File: src/rtl/aroc_ss_receiver_if.sv
// Link between the AROC serial-ID shifter / management logic and the receiver.
// The receiver drives the load strobe and the validated ID; the environment drives DATO.
interface aroc_ss_receiver_if #(
  parameter int FRAME_BITS = 4
);
  logic                  AROC_SS_DATO;
  logic                  AROC_SS_LD_N;
  logic [FRAME_BITS-1:0] ROC_ID;
  logic                  ROC_ID_VLD;
  logic                  ROC_ID_CHG;

  modport master (
    input  AROC_SS_DATO,
    output AROC_SS_LD_N, ROC_ID, ROC_ID_VLD, ROC_ID_CHG
  );

  modport slave (
    output AROC_SS_DATO,
    input  AROC_SS_LD_N, ROC_ID, ROC_ID_VLD, ROC_ID_CHG
  );
endinterface

File: src/rtl/aroc_ss_receiver.sv
// Polls the AROC serial-ID shifter frame after frame, deserializes the ROC ID
// and only publishes it once STABLE_CNT consecutive frames agree.
module aroc_ss_receiver #(
  parameter int FRAME_BITS = 4,
  parameter int LOAD_CYC   = 2,
  parameter int IDLE_CYC   = 4,
  parameter int STABLE_CNT = 2
) (
  input  logic              AROC_SS_CLK,
  input  logic              PGD_AROC,
  aroc_ss_receiver_if.master bus
);
  localparam int CNT_MAX = (LOAD_CYC > FRAME_BITS) ?
                           ((LOAD_CYC > IDLE_CYC) ? LOAD_CYC : IDLE_CYC) :
                           ((FRAME_BITS > IDLE_CYC) ? FRAME_BITS : IDLE_CYC);
  localparam int CW = $clog2(CNT_MAX + 1);
  localparam int MW = $clog2(STABLE_CNT + 1);

  typedef enum logic [1:0] {LOAD, SHIFT, COMPARE, IDLE} state_t;

  state_t                state, state_nxt;
  logic [CW-1:0]         cnt;
  logic                  last;
  logic                  ld_n, ld_n_nxt;
  logic [FRAME_BITS-1:0] sreg, cand, roc_id;
  logic [MW-1:0]         match_cnt;
  logic                  cmp_done, vld, chg, upd;

  always_ff @(posedge AROC_SS_CLK or negedge PGD_AROC) begin
    if (!PGD_AROC) state <= LOAD;
    else           state <= state_nxt;
  end

  always_comb begin
    last = 1'b1;
    unique case (state)
      LOAD:    last = (int'(cnt) == LOAD_CYC - 1);
      SHIFT:   last = (int'(cnt) == FRAME_BITS - 1);
      IDLE:    last = (int'(cnt) == IDLE_CYC - 1);
      default: last = 1'b1;
    endcase
  end

  always_comb begin
    state_nxt = state;
    unique case (state)
      LOAD:    if (last) state_nxt = SHIFT;
      SHIFT:   if (last) state_nxt = COMPARE;
      COMPARE: state_nxt = (IDLE_CYC == 0) ? LOAD : IDLE;
      IDLE:    if (last) state_nxt = LOAD;
      default: state_nxt = LOAD;
    endcase
  end

  // Strobe is derived from the next state so the pin comes straight off a flop.
  always_comb begin
    ld_n_nxt = (state_nxt != LOAD);
  end

  always_ff @(posedge AROC_SS_CLK or negedge PGD_AROC) begin
    if (!PGD_AROC) begin
      ld_n <= 1'b0;
      cnt  <= '0;
    end else begin
      ld_n <= ld_n_nxt;
      cnt  <= (state_nxt != state) ? '0 : cnt + CW'(1);
    end
  end

  always_ff @(posedge AROC_SS_CLK or negedge PGD_AROC) begin
    if (!PGD_AROC) begin
      sreg      <= '0;
      cand      <= '0;
      match_cnt <= '0;
      cmp_done  <= 1'b0;
    end else begin
      cmp_done <= (state == COMPARE);
      if (state == SHIFT)
        sreg <= {sreg[FRAME_BITS-2:0], bus.AROC_SS_DATO};
      if (state == COMPARE) begin
        if (sreg == cand && match_cnt != '0) begin
          if (match_cnt != MW'(STABLE_CNT)) match_cnt <= match_cnt + MW'(1);
        end else begin
          cand      <= sreg;
          match_cnt <= MW'(1);
        end
      end
    end
  end

  // A candidate equal to the published ID never re-fires CHG.
  assign upd = cmp_done && (match_cnt == MW'(STABLE_CNT)) && (!vld || cand != roc_id);

  always_ff @(posedge AROC_SS_CLK or negedge PGD_AROC) begin
    if (!PGD_AROC) begin
      roc_id <= '0;
      vld    <= 1'b0;
      chg    <= 1'b0;
    end else begin
      chg <= upd;
      if (upd) begin
        roc_id <= cand;
        vld    <= 1'b1;
      end
    end
  end

  assign bus.AROC_SS_LD_N = ld_n;
  assign bus.ROC_ID       = roc_id;
  assign bus.ROC_ID_VLD   = vld;
  assign bus.ROC_ID_CHG   = chg;
endmodule

File: src/flat_wrapper.sv
// flat-port wrapper written by rule: the top's interface ports become plain ports
module aroc_ss_receiver_flat 
#(
  parameter int FRAME_BITS = 4,
  parameter int LOAD_CYC   = 2,
  parameter int IDLE_CYC   = 4,
  parameter int STABLE_CNT = 2
)
  (AROC_SS_CLK, PGD_AROC, bus_AROC_SS_DATO, bus_AROC_SS_LD_N, bus_ROC_ID, bus_ROC_ID_VLD, bus_ROC_ID_CHG);
  aroc_ss_receiver_if #(.FRAME_BITS(FRAME_BITS)) bus_i ();
  input  logic AROC_SS_CLK;
  input  logic PGD_AROC;
  input wire logic [$bits(bus_i.AROC_SS_DATO)-1:0] bus_AROC_SS_DATO;
  output wire logic [$bits(bus_i.AROC_SS_LD_N)-1:0] bus_AROC_SS_LD_N;
  output wire logic [$bits(bus_i.ROC_ID)-1:0] bus_ROC_ID;
  output wire logic [$bits(bus_i.ROC_ID_VLD)-1:0] bus_ROC_ID_VLD;
  output wire logic [$bits(bus_i.ROC_ID_CHG)-1:0] bus_ROC_ID_CHG;
  assign bus_i.AROC_SS_DATO = bus_AROC_SS_DATO;
  assign bus_AROC_SS_LD_N = bus_i.AROC_SS_LD_N;
  assign bus_ROC_ID = bus_i.ROC_ID;
  assign bus_ROC_ID_VLD = bus_i.ROC_ID_VLD;
  assign bus_ROC_ID_CHG = bus_i.ROC_ID_CHG;
  aroc_ss_receiver #(.FRAME_BITS(FRAME_BITS), .LOAD_CYC(LOAD_CYC), .IDLE_CYC(IDLE_CYC), .STABLE_CNT(STABLE_CNT)) u_core (.AROC_SS_CLK(AROC_SS_CLK), .PGD_AROC(PGD_AROC), .bus(bus_i));
endmodule
File: config.mk
export PLATFORM = sky130hd
export DESIGN_NAME = aroc_ss_receiver_flat
export DESIGN_NICKNAME = d
export VERILOG_FILES = /design/src/rtl/aroc_ss_receiver_if.sv /design/src/rtl/aroc_ss_receiver.sv /design/src/flat_wrapper.sv
export SDC_FILE = /design/constraint.sdc
export NUM_CORES = 1
export LEC_CHECK = 0
export CAP_MARGIN = 5
export CORE_MARGIN = 10
export CORE_UTILIZATION = 45
export CTS_CLUSTER_DIAMETER = 60
export DETAILED_ROUTE_END_ITERATION = 12
export PLACE_DENSITY = 0.75
export SYNTH_ARGS = -nofsm -noshare
export SYNTH_HDL_FRONTEND = slang
export SYNTH_SLANG_ARGS = --single-unit
File: constraint.sdc
create_clock -name AROC_SS_CLK -period 4.1 [get_ports AROC_SS_CLK]
set_clock_uncertainty 0.05 [all_clocks]
set_input_delay 0.615 -clock AROC_SS_CLK [delete_from_list [all_inputs] [get_ports AROC_SS_CLK]]
set_output_delay 0.615 -clock AROC_SS_CLK [all_outputs]
set_load 0.01 [all_outputs]
-- After elaboration in Yosys (flattened, before gate mapping)
Cells that the tools add are included.
- memories kept: 0
- output and inout bits: 7
- word-level logic and storage cells: 43
- flip-flop bits (word level): 23
- bits in latches: 0
- ROM bits: 0
- input bits: 3
- memory bits (writable): 0
- multipliers: 0
- bitwise gates (word level): 1
- add/sub/neg operators: 2
- order comparisons: 0
- div/mod/pow operators: 0
- muxes and demuxes: 8
- eq/ne operators: 11
- shifts and indexed selects: 0
- reductions and logical operators: 11
- operators with widths (cell ; count):
    $mux W2 ; 5
    $pmux W2 S4 ; 1
    $eq A2 B2 Y1 const B ; 3
    $eq A4 B4 Y1 ; 1
    $ne A2 B2 Y1 const B ; 2
    $ne A4 B4 Y1 ; 1
    $reduce_and A2 Y1 ; 2
    $reduce_bool A2 Y1 ; 2
    $add A3 B1 Y3 const B ; 1
    $eq A3 B2 Y1 const B ; 1
    $eq A3 B3 Y1 const B ; 1
    $logic_and A1 B1 Y1 ; 3
    $mux W3 ; 1
    $add A2 B1 Y2 const B ; 1
    $eq A2 B1 Y1 const B ; 1
    $logic_not A2 Y1 ; 1
    $ne A2 B2 Y1 ; 1
    $pmux W1 S2 ; 1
    $reduce_or A2 Y1 ; 1
    $logic_not A1 Y1 ; 1
    $logic_or A1 B1 Y1 ; 1
    $not A1 Y1 ; 1

-- Logic depth before layout (Yosys ltp)
Gate-level depths: netlist of run 1.
- word-level depth: 7
- gate-level depth with buffers: 5
- depth with buffers taken out: 5

-- Worst setup path after synthesis of run 1
Ideal clock, no wire load.
- kind: reg2reg
- start point: register u_core.match_cnt[0]
- end point: register u_core.cand[2]
- data required time: 3925 ps
- path buffers: 0
- arrival: 1425 ps
- clock period less this slack: 1600 ps
- stages on the path, launching flop included: 6
- setup time: 125 ps
- path slack: 2500 ps
- cell sequence: dfrtp_1 inv_1 ha_1 a2111oi_4 a31oi_1 mux2_2
- cells in the longest elaborated chain, start to end: 4
- ends and longest elaborated chain (element ; RTL line ; source):
    start: declaration ; aroc_ss_receiver.sv:26 ; logic [MW-1:0] match_cnt;
    start signal: assignment ; aroc_ss_receiver.sv:82 ; if (match_cnt != MW'(STABLE_CNT)) match_cnt <= match_cnt + MW'(1);
    $reduce_bool A2 Y1 ; aroc_ss_receiver.sv:81 ; if (sreg == cand && match_cnt != '0) begin
    $logic_and A1 B1 Y1 ; aroc_ss_receiver.sv:81 ;
    $not A1 Y1 (no line) ; -- ;
    $reduce_and A2 Y1 (no line) ; -- ;
    end signal: assignment ; aroc_ss_receiver.sv:84 ; cand <= sreg;
    end: declaration ; aroc_ss_receiver.sv:25 ; logic [FRAME_BITS-1:0] sreg, cand, roc_id;
Every way passes these cells.
A chain may end at the register's enable or synchronous reset.

-- Worst setup path after layout of run 1
- start point: register u_core.roc_id[0], in the netlist u_core.bus.ROC_ID[0]
- end point: output port bus_ROC_ID[0]
- RTL lines (element ; RTL line ; source):
    start: declaration ; aroc_ss_receiver.sv:25 ;
    start signal: assignment ; aroc_ss_receiver.sv:102 ; roc_id <= cand;
    end: declaration ; flat_wrapper.sv:15 ; output wire logic [$bits(bus_i.ROC_ID)-1:0] bus_ROC_ID;
No word-level cell between the ends.

==> results of run 1 <==
-- area by class of cell --
| type | instances | area, sq um | area share, % |
|---|---|---|---|
| Sequential cell | 23 | 576 | 48.5 |
| Timing Repair Buffer | 9 | 90.1 | 7.59 |
| Inverter | 9 | 33.8 | 2.85 |
| Tap cell | 28 | 35.0 | 2.95 |
| Clock buffer | 4 | 26.3 | 2.22 |
| Multi-Input combinational cell | 61 | 425 | 35.9 |
-- registers in the layout, indices dropped and copies added (netlist names), 2 cells and up --
signal / flops
u_core.bus.ROC_ID: 4
u_core.cand: 4
u_core.cnt: 3
u_core.match_cnt: 2
u_core.sreg: 4
u_core.state: 2
-- per-stage QoR --
stage	utilization (%)	cells	hold slack (ns)
2_1_floorplan	-	94	0.269
3_3_place_gp	52.4	130	0.412
3_5_place_dp	52.4	130	0.417
4_1_cts	53.6	134	0.434
5_1_grt	53.6	134	0.466
6_report	53.6	134	0.427
-- Yosys cell counts, drive strengths merged --
master,instances,area (sq um)
nand2,15,56.3
clkbuf,1,3.75
xnor2,4,35.0
inv,9,33.8
a22o,1,8.76
nor3,1,5.00
a41o,1,10.0
o211ai,1,7.51
a21oi,2,10.0
ha,3,37.5
or2,1,6.26
dfrtp,23,576
o21ai,5,25.0
mux2,5,56.3
a222oi,1,10.0
xor2,3,26.3
a31oi,2,12.5
nor2,4,15.0
nand3,2,10.0
and4,1,8.76
mux2i,2,20.0
nand2b,3,18.8
nor2b,3,18.8
a2111oi,1,27.5
-- power by group --
group          total [W]  switching [W]  internal (W)
clock network  0.0000984      0.0000605     0.0000379
logic          0.0000306      0.0000159     0.0000147
registers       0.000242     0.00000814      0.000234
-- worst paths after layout --
kind                                       from                    end  slack [ns]
setup / recovery           u_core.bus.ROC_ID[0]          bus_ROC_ID[0]        2.19
hold / removal              u_core.match_cnt[0]    u_core.match_cnt[0]        0.43
setup reg to reg                 u_core.sreg[1]         u_core.cand[2]        2.39
hold reg to reg             u_core.match_cnt[0]    u_core.match_cnt[0]        0.43
max in group asynchronous              PGD_AROC        u_core.state[0]        2.63
min in group asynchronous              PGD_AROC  u_core.bus.ROC_ID_CHG        0.79
-- metal layers --
metal	track usage, %	part of all wire, %
met5	0	0
met4	2.26	0.97
met3	4.24	7.7
met2	12.9	43
met1	9.76	48
-- logic make-up (layout without fill, tap and decap cells) --
kind of cell               Yosys count  in the layout  share of synthesized area (%)
AOI/OAI and AO/OA                   14             14                           10.7
buffers and inverters               10             22                           3.61
and+or+nand+nor                     30             30                           13.4
muxes                                7              7                           7.35
DFF                                 23             23                           55.4
adders and majority gates            3              3                           3.61
xor gates and xnor gates             7              7                           5.90
==> flow_metrics.env, run 1 <==
export IMPL_outcome="finished clean"
export IMPL_core_sq_um=2210
export IMPL_grt_pass1_vias=647
export IMPL_rsz0062_at_grt="no"
export IMPL_cp_end_kind="output pin"
export IMPL_ys_types=24
export IMPL_postCtsHoldBufs=0
export IMPL_rows=17
export IMPL_finalSetupTns_ns=0
export IMPL_total_power_w=0.000371
export IMPL_path_cells="clkdlybuf4s50_1"
export IMPL_postPlaceCellArea_sq_um=1160
export IMPL_first_iter_violations=16
export IMPL_cts_buffers=3
export IMPL_post_cts_buffers=0
export IMPL_portBuffers=9
export IMPL_crit_cells=1
export IMPL_die_w_um=68.0
export IMPL_min_period_ns=1.91
export IMPL_synth_seq_cells=23
export IMPL_place_gp_congestion=0.891
export IMPL_drtPass1Iterations=4
export IMPL_netlist_area_sq_um=1040
export IMPL_synth_fp_nets=100
export IMPL_path_delay_family="buffers and inverters"
export IMPL_die_y_um=68.0
export IMPL_cts_htree_levels=1
export IMPL_clock_latency_ns=0.30
export IMPL_clk_pin_slew_ns=0.11
export IMPL_dp_hpwl_mm=1.28
export IMPL_antenna_left=0
export IMPL_start_kind="flop"
export IMPL_leakage_nw=0.567
export IMPL_fillers=204
export IMPL_setup_slack_ns=2.19
export IMPL_clock_sinks=23
export IMPL_drive_above_1_share_pct=9.43
export IMPL_grt_max_degree=24
export IMPL_fmax_ghz=0.523
export IMPL_die_area_sq_um=4630
export IMPL_drt_total_wl_mm=1.66
export IMPL_hold_viol_final=0
export IMPL_wl_per_cell_um=12.4
export IMPL_min_period_over_period_pct=46.6
export IMPL_hold_class="flop to flop"
export IMPL_ff2ff_path_depth=4
export IMPL_grt_pass1_wl_mm=2.93
export IMPL_critPathMaxFanout=3
export IMPL_p_per_area_nw_per_um2=313
export IMPL_synthToLayoutAreaGrowth_pct=14.2
export IMPL_antenna_found_initial=0
export IMPL_overflow=0
export IMPL_drv_slew=0
export IMPL_cts_tree="built"
export IMPL_yosysWarnings=0
export IMPL_diodes=0
export IMPL_dr_total_vias=686
export IMPL_tightest_slew_ns=0.965
export IMPL_crit_type="flop to output pin"
export IMPL_final_common_cell="dfrtp_1"
export IMPL_peakVddDrop_mv=0.241
export IMPL_drc=0
export IMPL_io_pins=10
export IMPL_slowest_stage="clkdlybuf4s50_1"
export IMPL_max_slew_margin_pct=35.4
export IMPL_vias_per_cell=5.12
export IMPL_final_cell_mix="dfrtp_1, nand2_1, inv_1, clkdlybuf4s50_1"
export IMPL_synthCells=94
export IMPL_slowest_delay_ns=0.55
export IMPL_cts_root_buffer="clkbuf_4"
export IMPL_cts_resized=0
export IMPL_cp_data_arrival_time_ns=1.25
export IMPL_clockBufferDepth=2
export IMPL_finalSetupViolCount=0
export IMPL_final_area_sq_um=1190
export IMPL_critPathBufInv=1
export IMPL_track_usage_pct=8.25
export IMPL_drv_cap=0
export IMPL_ys_seq_area_share_pct=55.4
export IMPL_dp_slack_ns=2.20
export IMPL_final_nets=113
export IMPL_holdPathStages=1
export IMPL_post_synth_cell_area_avg_sq_um=11.0
export IMPL_worst_ep_required_time_ns=3.43
export IMPL_start_util_pct=46.9
Power figures use the tool's default switching activity.
==> run 2: changes to the inputs <==
Clock period 4.1 ns to 1.84 ns, I/O delays scaled along.
==> flow_metrics.env, run 2 (synthesized netlist as in run 1, its figures left out) <==
export IMPL_cts_htree_levels=1
export IMPL_finalSetupViolCount=0
export IMPL_core_sq_um=2210
export IMPL_swShare_pct=23.9
export IMPL_worst_r2r_setup_slack_ns=0.09
export IMPL_final_common_cell="dfrtp_1"
export IMPL_drtPass1Iterations=4
export IMPL_drv_slew=0
export IMPL_max_slew_margin_pct=72.6
export IMPL_final_nets=116
export IMPL_wl_per_cell_um=13.7
export IMPL_leakage_nw=0.580
export IMPL_clockBufferDepth=2
export IMPL_clock_sinks=23
export IMPL_seq_power_share_pct=63.9
export IMPL_die_area_sq_um=4630
export IMPL_path_cells="inv_1 -> ha_1 -> a2111oi_4 -> a31oi_1 -> mux2_2"
export IMPL_rows=17
export IMPL_antenna_left=0
export IMPL_grt_max_degree=24
export IMPL_switchingPower_w=0.000202
export IMPL_slowest_delay_ns=0.38
export IMPL_drv_cap=0
export IMPL_first_iter_violations=14
export IMPL_tightest_slew_ns=0.410
export IMPL_final_cell_mix="dfrtp_1, nand2_1, inv_1, clkdlybuf4s50_1"
export IMPL_worst_ep_required_time_ns=1.99
export IMPL_cts_root_buffer="clkbuf_4"
export IMPL_peakVddDrop_mv=0.408
export IMPL_drc=0
export IMPL_final_cells=137
export IMPL_drt_total_wl_mm=1.87
export IMPL_diodes=0
export IMPL_die_w_um=68.0
export IMPL_antenna_found_initial=0
export IMPL_hold_class="input port to asynchronous set/reset pin"
export IMPL_dr_total_vias=687
export IMPL_cts_buffers=3
export IMPL_overflow=0
export IMPL_clock_latency_ns=0.30
export IMPL_placed_cells=132
export IMPL_fmax_ghz=0.573
export IMPL_vias_per_cell=5.01
export IMPL_ff2ff_path_depth=5
export IMPL_dp_hpwl_mm=1.44
export IMPL_track_usage_pct=8.95
export IMPL_hold_viol_final=0
export IMPL_p_comb_share_pct=8.9
export IMPL_critPathBufInv=1
export IMPL_finalSetupTns_ns=0
export IMPL_min_period_over_period_pct=94.9
export IMPL_cp_data_arrival_time_ns=1.89
export IMPL_path_delay_family="compound AO/OA/AOI/OAI gates"
export IMPL_cts_tree="built"
export IMPL_synthToLayoutAreaGrowth_pct=16.4
export IMPL_drive_above_1_share_pct=11.9
export IMPL_grt_pass1_vias=702
export IMPL_outcome="finished clean"
export IMPL_rsz0062_at_grt="no"
export IMPL_place_gp_congestion=0.949
export IMPL_whs_ns=0.264
export IMPL_start_kind="flop"
export IMPL_crit_type="flop to flop"
export IMPL_clkPwrFrac_pct=27.3
export IMPL_slowest_stage="dfrtp_1"
export IMPL_power_internal_w=0.000643
export IMPL_critPathMaxFanout=3
export IMPL_p_per_area_nw_per_um2=700
export IMPL_timing_rr_start="u_core.match_cnt[0]"
export IMPL_io_pins=10
export IMPL_clk_pin_slew_ns=0.12
export IMPL_min_period_ns=1.75
export IMPL_grt_pass1_wl_mm=3.17
export IMPL_portBuffers=9
export IMPL_cp_end_kind="flop"
export IMPL_r2r_end="u_core.cand[3]"
export IMPL_start_util_pct=46.9
export IMPL_die_y_um=68.0
run 2: cell type report:
cell class / instances / area (sq um)
inverters: 9 / 33.8
well taps: 28 / 35.0
clock buffers: 4 / 26.3
multi-input cells: 61 / 425
fillers: 194 / 1000
flip-flops and latches: 23 / 576
repair buffers: 12 / 113
run 2: power by group through the flow:
stage	combinational, W	sequential (W)	clock [W]
floorplan	0.0000437	0.000546	0
global placement	0.0000694	0.000549	0
detailed placement	0.0000724	0.000550	0
CTS	0.0000727	0.000540	0.000235
global route	0.0000857	0.000542	0.000254
finish	0.0000750	0.000540	0.000231
run 2: per-layer routing:
metal | vias to the layer above | global-route usage, % | routed length, um
met4 | 0 | 5.03 | 36
met3 | 4 | 2.12 | 86
met2 | 10 | 13.7 | 849
met5 | - | 0 | 0
met1 | 327 | 11.3 | 901
li1 | 346 | - | -
run 2: worst max-delay path by stage:
stage / start / end / cells past startpoint
floorplan: u_core.match_cnt[0] / u_core.cand[2] / 5
global placement: u_core.match_cnt[0] / u_core.cand[2] / 5
detailed placement: u_core.match_cnt[0] / u_core.cand[3] / 5
CTS: u_core.match_cnt[0] / u_core.cand[3] / 5
global route: u_core.match_cnt[0] / u_core.cand[2] / 5
finish: u_core.match_cnt[0] / u_core.cand[3] / 5
run 2: timing repair:
item / 4_1_cts / 5_1_grt
hold buffers: 0 / 0
setup endpoints to repair: 0 / 2
buffers inserted: 0 / 1
resized for setup: 0 / 0
run 2: per-stage QoR:
stage	utilization (%)	worst slack, ns	cell area [sq um]	power [W]
final	54.6	0.0946	1210	0.000846
after CTS	54.3	0.107	1200	0.000848
after global routing	54.6	0.0160	1210	0.000882
after global placement	53.1	0.196	1170	0.000618
after detailed placement	53.1	0.131	1170	0.000622
after floorplan	-	0.240	1040	0.000590
==> run 3: changes to the inputs <==
Settings changed: GPL_ROUTABILITY_DRIVEN set to 0, GPL_TIMING_DRIVEN set to 0.
==> flow_metrics.env, run 3 (synthesized netlist as in run 1, its figures left out) <==
export IMPL_outcome="finished clean"
export IMPL_die_y_um=68.0
export IMPL_hold_class="flop to flop"
export IMPL_final_common_cell="dfrtp_1"
export IMPL_worst_ep_required_time_ns=1.98
export IMPL_final_cells=135
export IMPL_track_usage_pct=8.38
export IMPL_dp_hpwl_mm=1.33
export IMPL_utilization_pct=53.8
export IMPL_clock_sinks=23
export IMPL_final_cell_mix="dfrtp_1, nand2_1, inv_1, clkdlybuf4s50_1"
export IMPL_rsz0062_at_grt="no"
export IMPL_hold_viol_final=0
export IMPL_portBuffers=9
export IMPL_grt_pass1_vias=721
export IMPL_ff2ff_path_depth=4
export IMPL_postCtsHoldBufs=0
export IMPL_drive_above_1_share_pct=9.35
export IMPL_fmax_ghz=0.569
export IMPL_clk_pin_slew_ns=0.12
export IMPL_clockBufferDepth=2
export IMPL_drt_total_wl_mm=1.69
export IMPL_first_iter_violations=24
export IMPL_overflow=0
export IMPL_max_slew_margin_pct=35.1
export IMPL_cts_buffers=3
export IMPL_die_area_sq_um=4630
export IMPL_antenna_left=0
export IMPL_setup_worst_path_start="u_core.state[0]"
export IMPL_synthToLayoutAreaGrowth_pct=14.6
export IMPL_placed_cells=131
export IMPL_cp_data_arrival_time_ns=1.90
export IMPL_drv_slew=0
export IMPL_drv_cap=0
export IMPL_leakage_nw=0.568
export IMPL_cts_root_buffer="clkbuf_4"
export IMPL_drtPass1Iterations=4
export IMPL_tightest_slew_ns=0.970
export IMPL_finalSetupViolCount=0
export IMPL_drc=0
export IMPL_clock_latency_ns=0.30
export IMPL_min_from="u_core.match_cnt[0]"
export IMPL_finalSetupTns_ns=0
export IMPL_fillers=206
export IMPL_start_kind="flop"
export IMPL_cp_end_kind="flop"
export IMPL_dr_total_vias=685
export IMPL_whs_ns=0.432
export IMPL_post_cts_buffers=0
export IMPL_grt_max_degree=24
export IMPL_core_sq_um=2210
export IMPL_total_power_w=0.000830
export IMPL_min_period_ns=1.76
export IMPL_cts_tree="built"
export IMPL_critPathMaxFanout=7
export IMPL_diodes=0
export IMPL_die_w_um=68.0
export IMPL_peakVddDrop_mv=0.546
export IMPL_min_period_over_period_pct=95.4
export IMPL_cts_resized=0
export IMPL_wl_per_cell_um=12.5
export IMPL_antenna_found_initial=0
export IMPL_grt_pass1_wl_mm=3.03
export IMPL_final_nets=114
export IMPL_cts_htree_levels=1
export IMPL_start_util_pct=46.9
export IMPL_crit_type="flop to flop"
export IMPL_vias_per_cell=5.07
export IMPL_rows=17
export IMPL_timing_rr_start="u_core.state[0]"
export IMPL_holdPathStages=1
export IMPL_p_per_area_nw_per_um2=697
export IMPL_io_pins=10
[run 3: cell type report]
cell class	count	area, sq um	area share, %
Buffer	1	3.75	0.315
Inverter	9	33.8	2.84
Timing Repair Buffer	9	90.1	7.57
Multi-Input combinational cell	61	425	35.8
Sequential cell	23	576	48.4
Tap cell	28	35.0	2.94
Clock buffer	4	26.3	2.21
[run 3: through the flow]
stage          setup WS [ns]  cell area [sq um]
2_1_floorplan          0.240               1040
3_5_place_dp           0.131               1160
6_report              0.0839               1190
4_1_cts                0.102               1190
5_1_grt               0.0289               1190
3_3_place_gp           0.138               1160
[run 3: power by group]
part | switching [W] | leakage [nW] | internal, W
Clock | 0.000138 | 0.0150 | 0.0000845
Sequential | 0.0000175 | 0.279 | 0.000522
Combinational | 0.0000353 | 0.274 | 0.0000328
[run 3: final timing paths]
check	endpoint	slack [ns]
setup / recovery	u_core.cand[3]	0.08
hold / removal	u_core.match_cnt[0]	0.43
setup reg to reg	u_core.cand[3]	0.08
hold reg to reg	u_core.match_cnt[0]	0.43
max in group asynchronous	u_core.sreg[2]	0.70
min in group asynchronous	u_core.bus.ROC_ID[1]	0.45
[run 3: critical path, cell delays in order (launching register included)]
cell and delay [ns]:
dfrtp_1 0.37, clkbuf_1 0.17, nand2b_1 0.30, a31oi_1 0.39, mux2_2 0.38
[run 3: metal layers]
layer	track usage, %	up-vias	wire length [um]
li1	-	341	-
met1	8.99	328	735
met2	14.8	12	825
met3	2.12	4	94
met4	4.52	0	30
met5	0	-	0
